$ cat config.mk
export PLATFORM = sky130hd
export DESIGN_NAME = car_motion_flat
export DESIGN_NICKNAME = d
export VERILOG_FILES = /design/src/rtl/car_motion_pkg.sv /design/src/rtl/car_motion_if.sv /design/src/rtl/car_motion_cycle_timer.sv /design/src/rtl/register.sv /design/src/rtl/car_motion.sv /design/src/flat_wrapper.sv
export SDC_FILE = /design/constraint.sdc
export NUM_CORES = 1
export LEC_CHECK = 0
export ABC_AREA = 0
export CAP_MARGIN = 20
export CORE_MARGIN = 5
export CORE_UTILIZATION = 35
export CTS_CLUSTER_DIAMETER = 30
export CTS_CLUSTER_SIZE = 10
export DETAILED_ROUTE_END_ITERATION = 7
export PLACE_DENSITY = 0.68
export SYNTH_ARGS = -nofsm -noshare
export SYNTH_HDL_FRONTEND = slang
export SYNTH_SLANG_ARGS = --single-unit
$ cat constraint.sdc
create_clock -name clk -period 5.1 [get_ports clk]
set_input_delay 0.51 -clock clk [delete_from_list [all_inputs] [get_ports clk]]
set_output_delay 0.51 -clock clk [all_outputs]
set_load 0.05 [all_outputs]
$ cat src/rtl/car_motion_pkg.sv
// Shared definitions for the elevator carriage: FSM state encoding,
// default floor index width and travel direction constants.
package car_motion_pkg;

   typedef enum logic [1:0] {
      S_IDLE = 2'd0,
      S_MOVE = 2'd1,
      S_STOP = 2'd2,
      S_DOOR = 2'd3
   } state_t;

   localparam int FLOOR_W = 3;

   localparam logic DIR_UP   = 1'b1;
   localparam logic DIR_DOWN = 1'b0;

endpackage

$ cat src/rtl/car_motion_if.sv
// Link between the call controller (master) and the carriage (slave).
// should_move/direction are level requests re-evaluated at every floor, not a
// valid/ready handshake; floor_reached is a single-cycle strobe with no backpressure.
interface car_motion_if #(
   parameter int NUM_FLOORS = 8,
   parameter int FLOOR_W    = 3
);
   logic                  should_move;
   logic                  direction;
   logic [NUM_FLOORS-1:0] call_all;
   logic [FLOOR_W-1:0]    cur_floor;
   logic                  floor_reached;
   logic                  moving;
   logic                  move_dir;
   logic                  door_open;

   modport master (
      output should_move, direction, call_all,
      input  cur_floor, floor_reached, moving, move_dir, door_open
   );

   modport slave (
      input  should_move, direction, call_all,
      output cur_floor, floor_reached, moving, move_dir, door_open
   );
endinterface

$ cat src/rtl/car_motion_cycle_timer.sv
// Loadable down-counter with a zero flag; times both floor travel and door dwell.
module car_motion_cycle_timer #(
   parameter int W = 3
) (
   input  logic         clk_i,
   input  logic         rst_ni,
   input  logic         load_i,
   input  logic [W-1:0] load_val_i,
   input  logic         dec_i,
   output logic [W-1:0] cnt_o,
   output logic         zero_o
);
   logic [W-1:0] cnt_q, cnt_d;

   always_comb begin
      cnt_d = cnt_q;
      if (load_i)                     cnt_d = load_val_i;
      else if (dec_i && cnt_q != '0)  cnt_d = cnt_q - W'(1);
   end

   always_ff @(posedge clk_i or negedge rst_ni) begin
      if (!rst_ni) cnt_q <= '0;
      else         cnt_q <= cnt_d;
   end

   assign cnt_o  = cnt_q;
   assign zero_o = (cnt_q == '0);
endmodule

$ cat src/rtl/register.sv
// Generic enabled register with asynchronous active-low reset to a fixed value.
module register #(
   parameter int           W       = 8,
   parameter logic [W-1:0] RST_VAL = '0
) (
   input  logic         clk_i,
   input  logic         rst_ni,
   input  logic         en_i,
   input  logic [W-1:0] d_i,
   output logic [W-1:0] q_o
);
   logic [W-1:0] q_q;

   always_ff @(posedge clk_i or negedge rst_ni) begin
      if (!rst_ni)   q_q <= RST_VAL;
      else if (en_i) q_q <= d_i;
   end

   assign q_o = q_q;
endmodule

$ cat src/rtl/car_motion.sv
// Carriage simulator: travels floor by floor on controller requests, stops at
// called floors, pulses floor_reached and holds the door open for a fixed time.
module car_motion
   import car_motion_pkg::*;
#(
   parameter int NUM_FLOORS    = 8,
   parameter int FLOOR_W       = 3,
   parameter int TRAVEL_CYCLES = 4,
   parameter int DOOR_CYCLES   = 6,
   parameter int RESET_FLOOR   = 0
) (
   input  logic         clk,
   input  logic         reset,
   car_motion_if.slave  bus,
   output state_t       dbg_state_o
);
   localparam int MAX_CYC = (TRAVEL_CYCLES > DOOR_CYCLES) ? TRAVEL_CYCLES : DOOR_CYCLES;
   localparam int CNT_W   = $clog2(MAX_CYC + 1);
   localparam logic [CNT_W-1:0]   TRAVEL_LOAD = CNT_W'(TRAVEL_CYCLES - 1);
   localparam logic [CNT_W-1:0]   DOOR_LOAD   = CNT_W'(DOOR_CYCLES - 1);
   localparam logic [FLOOR_W-1:0] TOP_FLOOR   = FLOOR_W'(NUM_FLOORS - 1);

   state_t             state_q, state_d;
   logic               dir_q, dir_d;
   logic [FLOOR_W-1:0] cur_q, nf;
   logic               step;
   logic               t_load, t_dec, t_zero;
   logic [CNT_W-1:0]   t_load_val, t_cnt;

   function automatic logic step_ok(input logic dir, input logic [FLOOR_W-1:0] f);
      return (dir == DIR_UP) ? (f != TOP_FLOOR) : (f != '0);
   endfunction

   register #(.W(FLOOR_W), .RST_VAL(FLOOR_W'(RESET_FLOOR))) u_floor (
      .clk_i (clk),
      .rst_ni(reset),
      .en_i  (step),
      .d_i   (nf),
      .q_o   (cur_q)
   );

   car_motion_cycle_timer #(.W(CNT_W)) u_timer (
      .clk_i     (clk),
      .rst_ni    (reset),
      .load_i    (t_load),
      .load_val_i(t_load_val),
      .dec_i     (t_dec),
      .cnt_o     (t_cnt),
      .zero_o    (t_zero)
   );

   assign nf = (dir_q == DIR_UP) ? cur_q + FLOOR_W'(1) : cur_q - FLOOR_W'(1);

   always_ff @(posedge clk or negedge reset) begin
      if (!reset) begin
         state_q <= S_IDLE;
         dir_q   <= DIR_DOWN;
      end else begin
         state_q <= state_d;
         dir_q   <= dir_d;
      end
   end

   always_comb begin
      state_d    = state_q;
      dir_d      = dir_q;
      step       = 1'b0;
      t_load     = 1'b0;
      t_load_val = '0;
      t_dec      = 1'b0;
      case (state_q)
         S_IDLE: begin
            if (bus.call_all[cur_q]) begin
               state_d = S_STOP;
            end else if (bus.should_move && step_ok(bus.direction, cur_q)) begin
               dir_d      = bus.direction;
               t_load     = 1'b1;
               t_load_val = TRAVEL_LOAD;
               state_d    = S_MOVE;
            end
         end
         S_MOVE: begin
            if (!t_zero) begin
               t_dec = 1'b1;
            end else begin
               // Floor boundary: the only point where requests are re-sampled.
               step = 1'b1;
               if (bus.call_all[nf]) begin
                  state_d = S_STOP;
               end else if (bus.should_move && bus.direction == dir_q && step_ok(dir_q, nf)) begin
                  t_load     = 1'b1;
                  t_load_val = TRAVEL_LOAD;
               end else begin
                  state_d = S_IDLE;
               end
            end
         end
         S_STOP: begin
            t_load     = 1'b1;
            t_load_val = DOOR_LOAD;
            state_d    = S_DOOR;
         end
         S_DOOR: begin
            // Timer still at its load value marks the first door cycle, where a
            // stale call bit from the register file is ignored.
            if (t_cnt != DOOR_LOAD && bus.call_all[cur_q]) state_d = S_STOP;
            else if (t_zero)                               state_d = S_IDLE;
            else                                           t_dec   = 1'b1;
         end
         default: state_d = S_IDLE;
      endcase
   end

   assign bus.cur_floor     = cur_q;
   assign bus.floor_reached = (state_q == S_STOP);
   assign bus.moving        = (state_q == S_MOVE);
   assign bus.door_open     = (state_q == S_DOOR);
   assign bus.move_dir      = dir_q;
   assign dbg_state_o       = state_q;
endmodule

$ cat src/flat_wrapper.sv
// flat-port wrapper written by rule: the top's interface ports become plain ports
module car_motion_flat import car_motion_pkg::*;
#(
   parameter int NUM_FLOORS    = 8,
   parameter int FLOOR_W       = 3,
   parameter int TRAVEL_CYCLES = 4,
   parameter int DOOR_CYCLES   = 6,
   parameter int RESET_FLOOR   = 0
)
  (clk, reset, dbg_state_o, bus_should_move, bus_direction, bus_call_all, bus_cur_floor, bus_floor_reached, bus_moving, bus_move_dir, bus_door_open);
  car_motion_if #(.NUM_FLOORS(NUM_FLOORS), .FLOOR_W(FLOOR_W)) bus_i ();
  input  logic clk;
  input  logic reset;
  output state_t dbg_state_o;
  input wire logic [$bits(bus_i.should_move)-1:0] bus_should_move;
  input wire logic [$bits(bus_i.direction)-1:0] bus_direction;
  input wire logic [$bits(bus_i.call_all)-1:0] bus_call_all;
  output wire logic [$bits(bus_i.cur_floor)-1:0] bus_cur_floor;
  output wire logic [$bits(bus_i.floor_reached)-1:0] bus_floor_reached;
  output wire logic [$bits(bus_i.moving)-1:0] bus_moving;
  output wire logic [$bits(bus_i.move_dir)-1:0] bus_move_dir;
  output wire logic [$bits(bus_i.door_open)-1:0] bus_door_open;
  assign bus_i.should_move = bus_should_move;
  assign bus_i.direction = bus_direction;
  assign bus_i.call_all = bus_call_all;
  assign bus_cur_floor = bus_i.cur_floor;
  assign bus_floor_reached = bus_i.floor_reached;
  assign bus_moving = bus_i.moving;
  assign bus_move_dir = bus_i.move_dir;
  assign bus_door_open = bus_i.door_open;
  car_motion #(.NUM_FLOORS(NUM_FLOORS), .FLOOR_W(FLOOR_W), .TRAVEL_CYCLES(TRAVEL_CYCLES), .DOOR_CYCLES(DOOR_CYCLES), .RESET_FLOOR(RESET_FLOOR)) u_core (.clk(clk), .reset(reset), .bus(bus_i), .dbg_state_o(dbg_state_o));
endmodule
==> out/summary.md <==
The flow ran to the end, and the final reports show no timing, DRC or antenna violations. The synthesized net count was 90. Along the worst path, the maximum fanout reaches 7.

Summed over all nets, the switching power comes to 0.3252 mW. The cell count of the worst hold path was 1. The signal on the critical path passes through inv_1 -> fa_1 -> xor2_1 -> xnor2_1 -> mux2_2 -> o21bai_1 -> or3_2.

For the number of vias in the routed layout, the log shows 624. The H-tree depth is 1, and the area share of and/or/nand/nor cells after synthesis is 14.93%. The flop and latch count out of synthesis was 9. The share of flip-flops with an asynchronous set or reset after synthesis is 100.0%, and the post-CTS setup buffer count is 0. The count of maximum capacitance violations is 0, and the number of enable flip-flop cells after synthesis is 0. Global routing finished with a remaining overflow of 0. For the worst flop-to-flop path, the logic depth is 7. After global routing, the most crowded layer is met2. The post-detailed-placement half-perimeter wirelength is 1364 um. The netlist uses 32 different library cells. Clock-pin slew was measured on the worst setup and hold paths at 60 ps.

The share of total power in sequential cells was 23.0%. After detailed placement, the total cell area comes to 980.9 um^2. The initial utilization of the core area, before any placement, comes to 37.69%.

The area growth from synthesis to layout is 33.50%. On the worst path, the slowest cell contributes a delay of 500 ps. After layout, the minimum clock period comes to 2472 ps. No sink is reached through more buffers than the 2 on the longest clock path. Cell internal power was estimated by the tool at 0.3295 mW. Combinational logic burns 68.7% of the power.

Synthesis handed over a netlist of 71 instances. The tree built by TritonCTS fans out to 9 sinks. STA classifies the critical path endpoint as a flip-flop.

The complex-gate fraction of the synthesized area is 12.77%. For flop-to-flop paths, the worst setup slack is 2630 ps. For this run, global-route usage on met2 was measured as 15.68%. The die boundary width is 56.43 um, and the post-route setup TNS is 0 ps. The synthesized netlist devotes 8.126% of its cell area to XOR and XNOR gates. Leaving out fill and tap cells, the most frequent cell in the layout is clkdlybuf4s50_1. The first TritonRoute pass finished after 4 iterations. The worst setup path is of the flip-flop to flip-flop kind. The number of global-route vias before repair is 600. The per-instance average area after synthesis came out at 10.63 um^2. After synthesis, the largest family of logic cells by area is multiplexers. The share of the Yosys chip area taken by registers is 29.85%.

Clock latency on the worst-skew pair, taken at its later pin, is 260 ps. For met1 alone, demand over resource in global routing was 13.71%. In the layout the commonest cells are clkdlybuf4s50_1, dfrtp_1, inv_1, nand2_1, ha_1. The power density of the placed cells was 650.0 mW/mm^2; the height of the chip was 56.43 um. The worst setup path is launched from a flip-flop. TritonCTS built the clock tree.

The adder and majority cell fraction of the synthesized area was 12.60%. The detailed router's first-iteration violation count was 7; the average via count per standard cell was 5.200. The worst hold path belongs to the class flip-flop to flip-flop. The tools report the post-detailed-route count of antenna-violating nets as 0.

The first global-routing pass estimated 2642 um of wire. Data on the critical path is required at its endpoint by 5240 ps. In this run, the clock network consumes 8.3% of the power. Most common flop cell mapped by yosys: dfrtp_1. The number of clock buffers added by TritonCTS is 3. The number of antenna diodes in the final layout is 0. The die covers 0.003184 mm^2.

Across the routed clock network, the largest skew measured is 3.714 ps. For the maximum number of pins on one net before global-route repair, the log shows 10. Of the available clock period, the critical path in the final layout requires 48.46%. Headroom to the max-slew limit came out at 66.76%. The mapped netlist covers 754.5 um^2. The fraction of final layout cells sized beyond drive strength 1 is 11.83%, and the number of antenna violations at the first check in global routing is 0.

CTS placed an instance of clkbuf_4 at the clock tree root. At the worst endpoint, the arrival time is 2610 ps. Setup repair after global routing left no endpoint under its margin.

For this design the top-level I/O count stands at 21. After routing the design area is 0.001007 mm^2. The logs give 0 for the number of instances resized during post-cts repair and 0.4056 nW for the static leakage. Measured against the total synthesized area, the mux share comes to 17.74%. The net count of the finished layout is 113. The post-detailed-route wirelength per cell came out at 13.43 um. Port buffering added 20 buffers.

For the total setup violations reported at the end of the flow, the log shows 0. During synthesis, Yosys emitted a total of 0 warnings. The core area was 0.002002 mm^2; the number of hold buffers added after cts was 0.

The total routing resource utilization after global routing was 10.72%; the floorplan row count was 16. The logs give 0 for the final number of max-transition violations and 0.3023 mV for the largest vdd supply drop. For this run, design rule violations remaining after detail routing come to 0. The met3 capacity usage during global routing is 4.128%, and the fraction of power spent switching nets is 49.67%. Summed over all layers, the routed wires come to 1612 um. The final hold violation count was 0. For the pin with the worst max-slew slack, the measured transition is 497.0 ps. Routability-driven placement finished with a final weighted congestion of 0.8372. The slowest cell on the critical path was dfrtp_1.

Timing would allow up to 404.6 MHz.
stage by stage:
| stage | hold WS, ps | setup WS [ps] | instances | power (mW) | utilization (%) |
|---|---|---|---|---|---|
| floorplan | 214.4 | 2429 | 71 | 0.4822 | - |
| global placement | 502.0 | 2537 | 116 | 0.5985 | 49.00 |
| detailed placement | 506.3 | 2456 | 116 | 0.6064 | 49.00 |
| CTS | 519.5 | 2602 | 120 | 0.6634 | 50.31 |
| global route | 541.8 | 2487 | 120 | 0.6961 | 50.31 |
| finish | 517.3 | 2628 | 120 | 0.6547 | 50.31 |
synth_stat cells, types with 2 or more instances:
cell	n	area share, %
a21oi_1	4	2.7
clkbuf_1	2	1.0
dfrtp_1	9	30
ha_1	6	9.9
inv_1	6	3.0
mux4_1	2	7.0
mux4_2	2	6.0
nand2_1	6	3.0
nor2_1	4	2.0
nor2b_1	2	1.7
nor3_1	2	1.3
xnor2_1	5	5.8
xor2_1	2	2.3
per-layer routing:
layer / vias to the layer above / share of wire (%)
li1: 298 / -
met1: 308 / 46
met2: 13 / 48
met3: 5 / 4.7
met4: 0 / 1.8
met5: - / 0
worst max-delay path: cells and delay by family (launching register included):
family,cells,cell delay (ps)
xor gates and xnor gates,2,360
DFF,1,500
muxes,1,240
AOI/OAI and AO/OA,1,120
adders and majority gates,1,470
and+or+nand+nor,1,450
buffers and inverters,1,190
area by class of cell:
cell class,instances,area [um^2]
Fill cell,185,994.7
Sequential cell,9,225.2
Multi-Input combinational cell,54,499.2
Inverter,6,22.52
Timing Repair Buffer,20,200.2
Tap cell,27,33.78
Clock buffer,4,26.28
sequential cells by signal, summed over array words and instances, names as in the netlist:
name / cells
u_core.u_timer.cnt_o: 3
u_core.dbg_state_o: 2
u_core.bus.move_dir: 1
u_core.u_floor.q_o: 3
final timing paths:
kind | to | startpoint
setup / recovery | u_core.dbg_state_o[0]$_DFFE_PN0P_ | u_core.u_floor.q_o[0]$_DFFE_PN0P_
hold / removal | u_core.u_timer.cnt_o[1]$_DFFE_PN0P_ | u_core.u_timer.cnt_o[1]$_DFFE_PN0P_
setup reg to reg | u_core.dbg_state_o[0]$_DFFE_PN0P_ | u_core.u_floor.q_o[0]$_DFFE_PN0P_
hold reg to reg | u_core.u_timer.cnt_o[1]$_DFFE_PN0P_ | u_core.u_timer.cnt_o[1]$_DFFE_PN0P_
max in group asynchronous | u_core.u_timer.cnt_o[1]$_DFFE_PN0P_ | reset
min in group asynchronous | u_core.dbg_state_o[0]$_DFFE_PN0P_ | reset
kinds of logic after synthesis:
family | after synthesis
simple gates | 22
compound gates | 11
flops | 9
buf+inv | 8
xor+xnor | 7
mux | 7
fa+ha+maj | 7
power by group through the flow:
stage          Clock [mW]  Sequential, mW  Combinational [mW]
6_report           0.0545           0.150               0.450
3_5_place_dp            0           0.152               0.454
2_1_floorplan           0           0.202               0.280
3_3_place_gp            0           0.152               0.447
4_1_cts            0.0566           0.151               0.455
5_1_grt            0.0584           0.158               0.480
Power figures use the tool's default switching activity.
==> variant 1, RTL diff (config.mk and constraints unchanged) <==
Make the reset (`reset` and `rst_ni`) synchronous in 3 clocked blocks. Comments in the files are not updated.
--- a/src/rtl/car_motion_cycle_timer.sv
+++ b/src/rtl/car_motion_cycle_timer.sv
@@ -20,3 +20,3 @@
 
-   always_ff @(posedge clk_i or negedge rst_ni) begin
+   always_ff @(posedge clk_i) begin
       if (!rst_ni) cnt_q <= '0;
--- a/src/rtl/register.sv
+++ b/src/rtl/register.sv
@@ -13,3 +13,3 @@
 
-   always_ff @(posedge clk_i or negedge rst_ni) begin
+   always_ff @(posedge clk_i) begin
       if (!rst_ni)   q_q <= RST_VAL;
--- a/src/rtl/car_motion.sv
+++ b/src/rtl/car_motion.sv
@@ -53,3 +53,3 @@
 
-   always_ff @(posedge clk or negedge reset) begin
+   always_ff @(posedge clk) begin
       if (!reset) begin
Formal check against the unedited RTL: differs if reset is asserted again (counterexample within 4 cycles, from zero or initial values and one cycle with reset low); with reset held inactive, the same outputs for 10 cycles.
==> variant 1 against the unedited design <==
Sequential cell count stayed put; routed wire length increased by 17%; area after synthesis grew 11%; non-clock buffer count unchanged; design area is 7.1% higher; count of clock-buffer cells in the layout stayed put; setup slack improved by 0.066 ns; power down 2.7%; worst hold slack improved by 0.0011 ns; sequential share of layout area decreased by 5.7 points; core utilization fell by 2.5 points; largest cell class unchanged; highest routed layer unchanged.
==> variant 1: results <==
[run_status]
status = finished clean

[place]
place_ws_ns = 2.72
gp_congestion = 0.832
hpwlAfterDp_um = 1580

[synthesis]
synth_xor_area_share_pct = 4.78
syn-instance-count = 89
ys_types = 39
synthAdderAreaFrac_pct = 11.4
synth_compound_area_share_pct = 18.8
synthMuxAreaShare_pct = 16.9
yosys-top-cells-count = dfxtp_1, nor2_1, inv_1
synthArstFlopShare_pct = 0
syn-num-nets = 108
ys_seq_area_share_pct = 21.5
synth_flop_cell = dfxtp_1

[worst_setup_path]
critPathArrivalTime_ns = 2.60
cp_slowest_stage_delay_ns = 0.59
crit_start = u_core.u_floor.q_o[0]$_SDFFE_PN0P_
cp_top_family = adder cells
path_max_fanout = 8
r2r_end = u_core.u_timer.cnt_o[1]$_SDFFE_PN0P_
slowest_stage = fa_1

[power]
switchingPower_uw = 325
power_clock_uw = 53.7
ir_drop_mv = 0.241
p_leak_nw = 0.428
total_power_uw = 637

[global_route]
grt_use_total_pct = 11.0
grt_pass1_vias = 663
grt.met3_usage_pct = 2.63
grt_max_degree = 11
grt_pass1_wl_um = 2950
gr-usage-met1_pct = 13.0

[detailed_routing]
wl_per_cell_um = 13.7
vias_per_cell = 5.12

[layout]
drive_gt1_share_pct = 10.0
final_cells = 138

[worst_hold_path]
min_from = u_core.u_timer.cnt_o[1]$_SDFFE_PN0P_

[timing]
max_slew_margin_pct = 66.2
==> variant 1: cell types whose count changed in the layout (fill, tap and decap cells not counted), moves of 3 or more <==
| cell | change |
|---|---|
| dfrtp_1 | -9 |
| dfxtp_1 | +9 |
| nor2_1 | +5 |
| nand3_1 | +3 |
| o21ai_0 | +3 |
| xnor2_1 | -3 |
==> variant 1: metal layers <==
| metal | vias up | part of all wire, % | routed length [um] |
|---|---|---|---|
| met1 | 329 | 46 | 859 |
| met5 | - | 0 | 0 |
| met2 | 6 | 50 | 947 |
| met3 | 4 | 1.4 | 27 |
| met4 | 0 | 2.7 | 51 |
| li1 | 368 | - | - |
==> variant 1: final cells by class <==
class	count	area, um^2
clock buffers	4	26.3
fillers	237	1180
inverters	8	30.0
multi-input cells	69	607
flip-flops and latches	9	180
well taps	28	35.0
repair buffers	20	200
==> variant 2, RTL diff (same flow settings) <==
Made on the original files. `NUM_FLOORS` is set to 8 in 3 places; all go to 12.
--- a/src/rtl/car_motion_if.sv
+++ b/src/rtl/car_motion_if.sv
@@ -4,3 +4,3 @@
 interface car_motion_if #(
-   parameter int NUM_FLOORS = 8,
+   parameter int NUM_FLOORS = 12,
    parameter int FLOOR_W    = 3
--- a/src/rtl/car_motion.sv
+++ b/src/rtl/car_motion.sv
@@ -5,3 +5,3 @@
 #(
-   parameter int NUM_FLOORS    = 8,
+   parameter int NUM_FLOORS    = 12,
    parameter int FLOOR_W       = 3,
--- a/src/flat_wrapper.sv
+++ b/src/flat_wrapper.sv
@@ -3,3 +3,3 @@
 #(
-   parameter int NUM_FLOORS    = 8,
+   parameter int NUM_FLOORS    = 12,
    parameter int FLOOR_W       = 3,
Ports: changed (resized bus_call_all); port bits go from 21 to 25. The function was not compared with the original's and may differ.
==> variant 2 against the unedited design <==
Area after synthesis is 7.8% higher; maximum frequency up 4.7%; synthesized cell count rose by 7.0%; sequential share of layout area shrank 1.1 points; largest power group unchanged; setup slack better by 0.11 ns; sequential power rose by 4%; routed wire length is 5.8% higher; die area up 6.4%; design area up 5.2%; sequential cell count did not move; power up 11%; core utilization fell by 2.4 points.
==> variant 2: results <==
[place]
postPlaceCellArea_mm2 = 0.00103
port_buffers = 20
post-place-cells = 122
hpwlAfterDp_um = 1420
gp_congestion = 0.771
place_ws_ns = 2.71

[synthesis]
ys_seq_area_share_pct = 27.7
synthAdderAreaFrac_pct = 11.7
syn-num-nets = 99
synth.avg_cell_area_um2 = 10.7
ys_warn_count = 0
ys_types = 36
synth_xor_area_share_pct = 8.15
yosys-top-cells-count = dfrtp_1, inv_1, nor2_1
yosys-top-cells-area = dfrtp_1, ha_1, mux4_1, mux4_2, inv_1
synthMuxAreaShare_pct = 17.8
synth_compound_area_share_pct = 13.8

[cts]
clock_path_buffers = 2
htree_num_levels = 1
cts_resized = 0

[layout]
seqCellArea_um2 = 225
fillers = 228
drive_gt1_share_pct = 12.2
antenna_cells = 0

[detailed_routing]
wl_per_cell_um = 13.5
routed_wl_um = 1710
dr_total_vias = 621
dr.pass1.iters = 3
wl_met1_um = 741
drtIter0Drc = 14
wl_met3_um = 89
wl_met2_um = 876
top_layer = met3

[power]
p_leak_nw = 0.457
ir_drop_mv = 0.370

[timing]
worst_pin_slew_ns = 0.497
final.setup_skew_ns = 0.00326
post-route-period-util_pct = 46.3

[global_route]
grt_use_total_pct = 11.2
grt_pass1_wl_um = 2970
grt_max_degree = 10
antenna_found_initial = 0
grt_pass1_vias = 682
gr-usage-met2_pct = 20.3
gr-usage-met1_pct = 13.1
grt.met3_usage_pct = 2.00

[worst_setup_path]
path_max_fanout = 9
critPathArrivalTime_ns = 2.57
cp_slowest_stage_delay_ns = 0.60
cp_top_family = adder cells
slowest_stage = fa_1

[run_status]
status = finished clean
## variant 2: cell count changes in the layout (fill, tap and decap cells not counted), moves of 2 or more
cell,delta
inv_1,+3
nand2b_1,+3
nor2_1,+3
nand2_1,-2
nor3_1,-2
xnor2_1,-2
## variant 2: path summary, 6_finish.rpt
| check | startpoint | endpoint | slack (ns) | cells after the start |
|---|---|---|---|---|
| min in group asynchronous | reset | u_core.u_timer.cnt_o[1]$_DFFE_PN0P_ | 0.55 | 1 |
| worst min-delay path | u_core.u_timer.cnt_o[1]$_DFFE_PN0P_ | u_core.u_timer.cnt_o[1]$_DFFE_PN0P_ | 0.51 | 1 |
| max in group asynchronous | reset | u_core.u_floor.q_o[1]$_DFFE_PN0P_ | 4.24 | 1 |
| worst max register to register | u_core.u_floor.q_o[0]$_DFFE_PN0P_ | u_core.dbg_state_o[0]$_DFFE_PN0P_ | 2.74 | 7 |
| worst min register to register | u_core.u_timer.cnt_o[1]$_DFFE_PN0P_ | u_core.u_timer.cnt_o[1]$_DFFE_PN0P_ | 0.51 | 1 |
| worst max-delay path | u_core.u_floor.q_o[0]$_DFFE_PN0P_ | u_core.dbg_state_o[0]$_DFFE_PN0P_ | 2.74 | 7 |
## variant 2: power by group
part | switching [mW] | leakage [nW] | total [mW] | internal, mW
clock | 0.0273 | 0.0177 | 0.0563 | 0.0290
combinational | 0.280 | 0.332 | 0.514 | 0.234
sequential | 0.0537 | 0.107 | 0.156 | 0.102
total | 0.361 | 0.457 | 0.726 | 0.365
## variant 2: layout make-up
| class | count | share of cell area [%] |
|---|---|---|
| well taps | 28 | 3.31 |
| clock inverters | 1 | 0.472 |
| multi-input cells | 56 | 50.8 |
| clock buffers | 3 | 2.13 |
| inverters | 9 | 3.19 |
| repair buffers | 20 | 18.9 |
| flip-flops and latches | 9 | 21.3 |
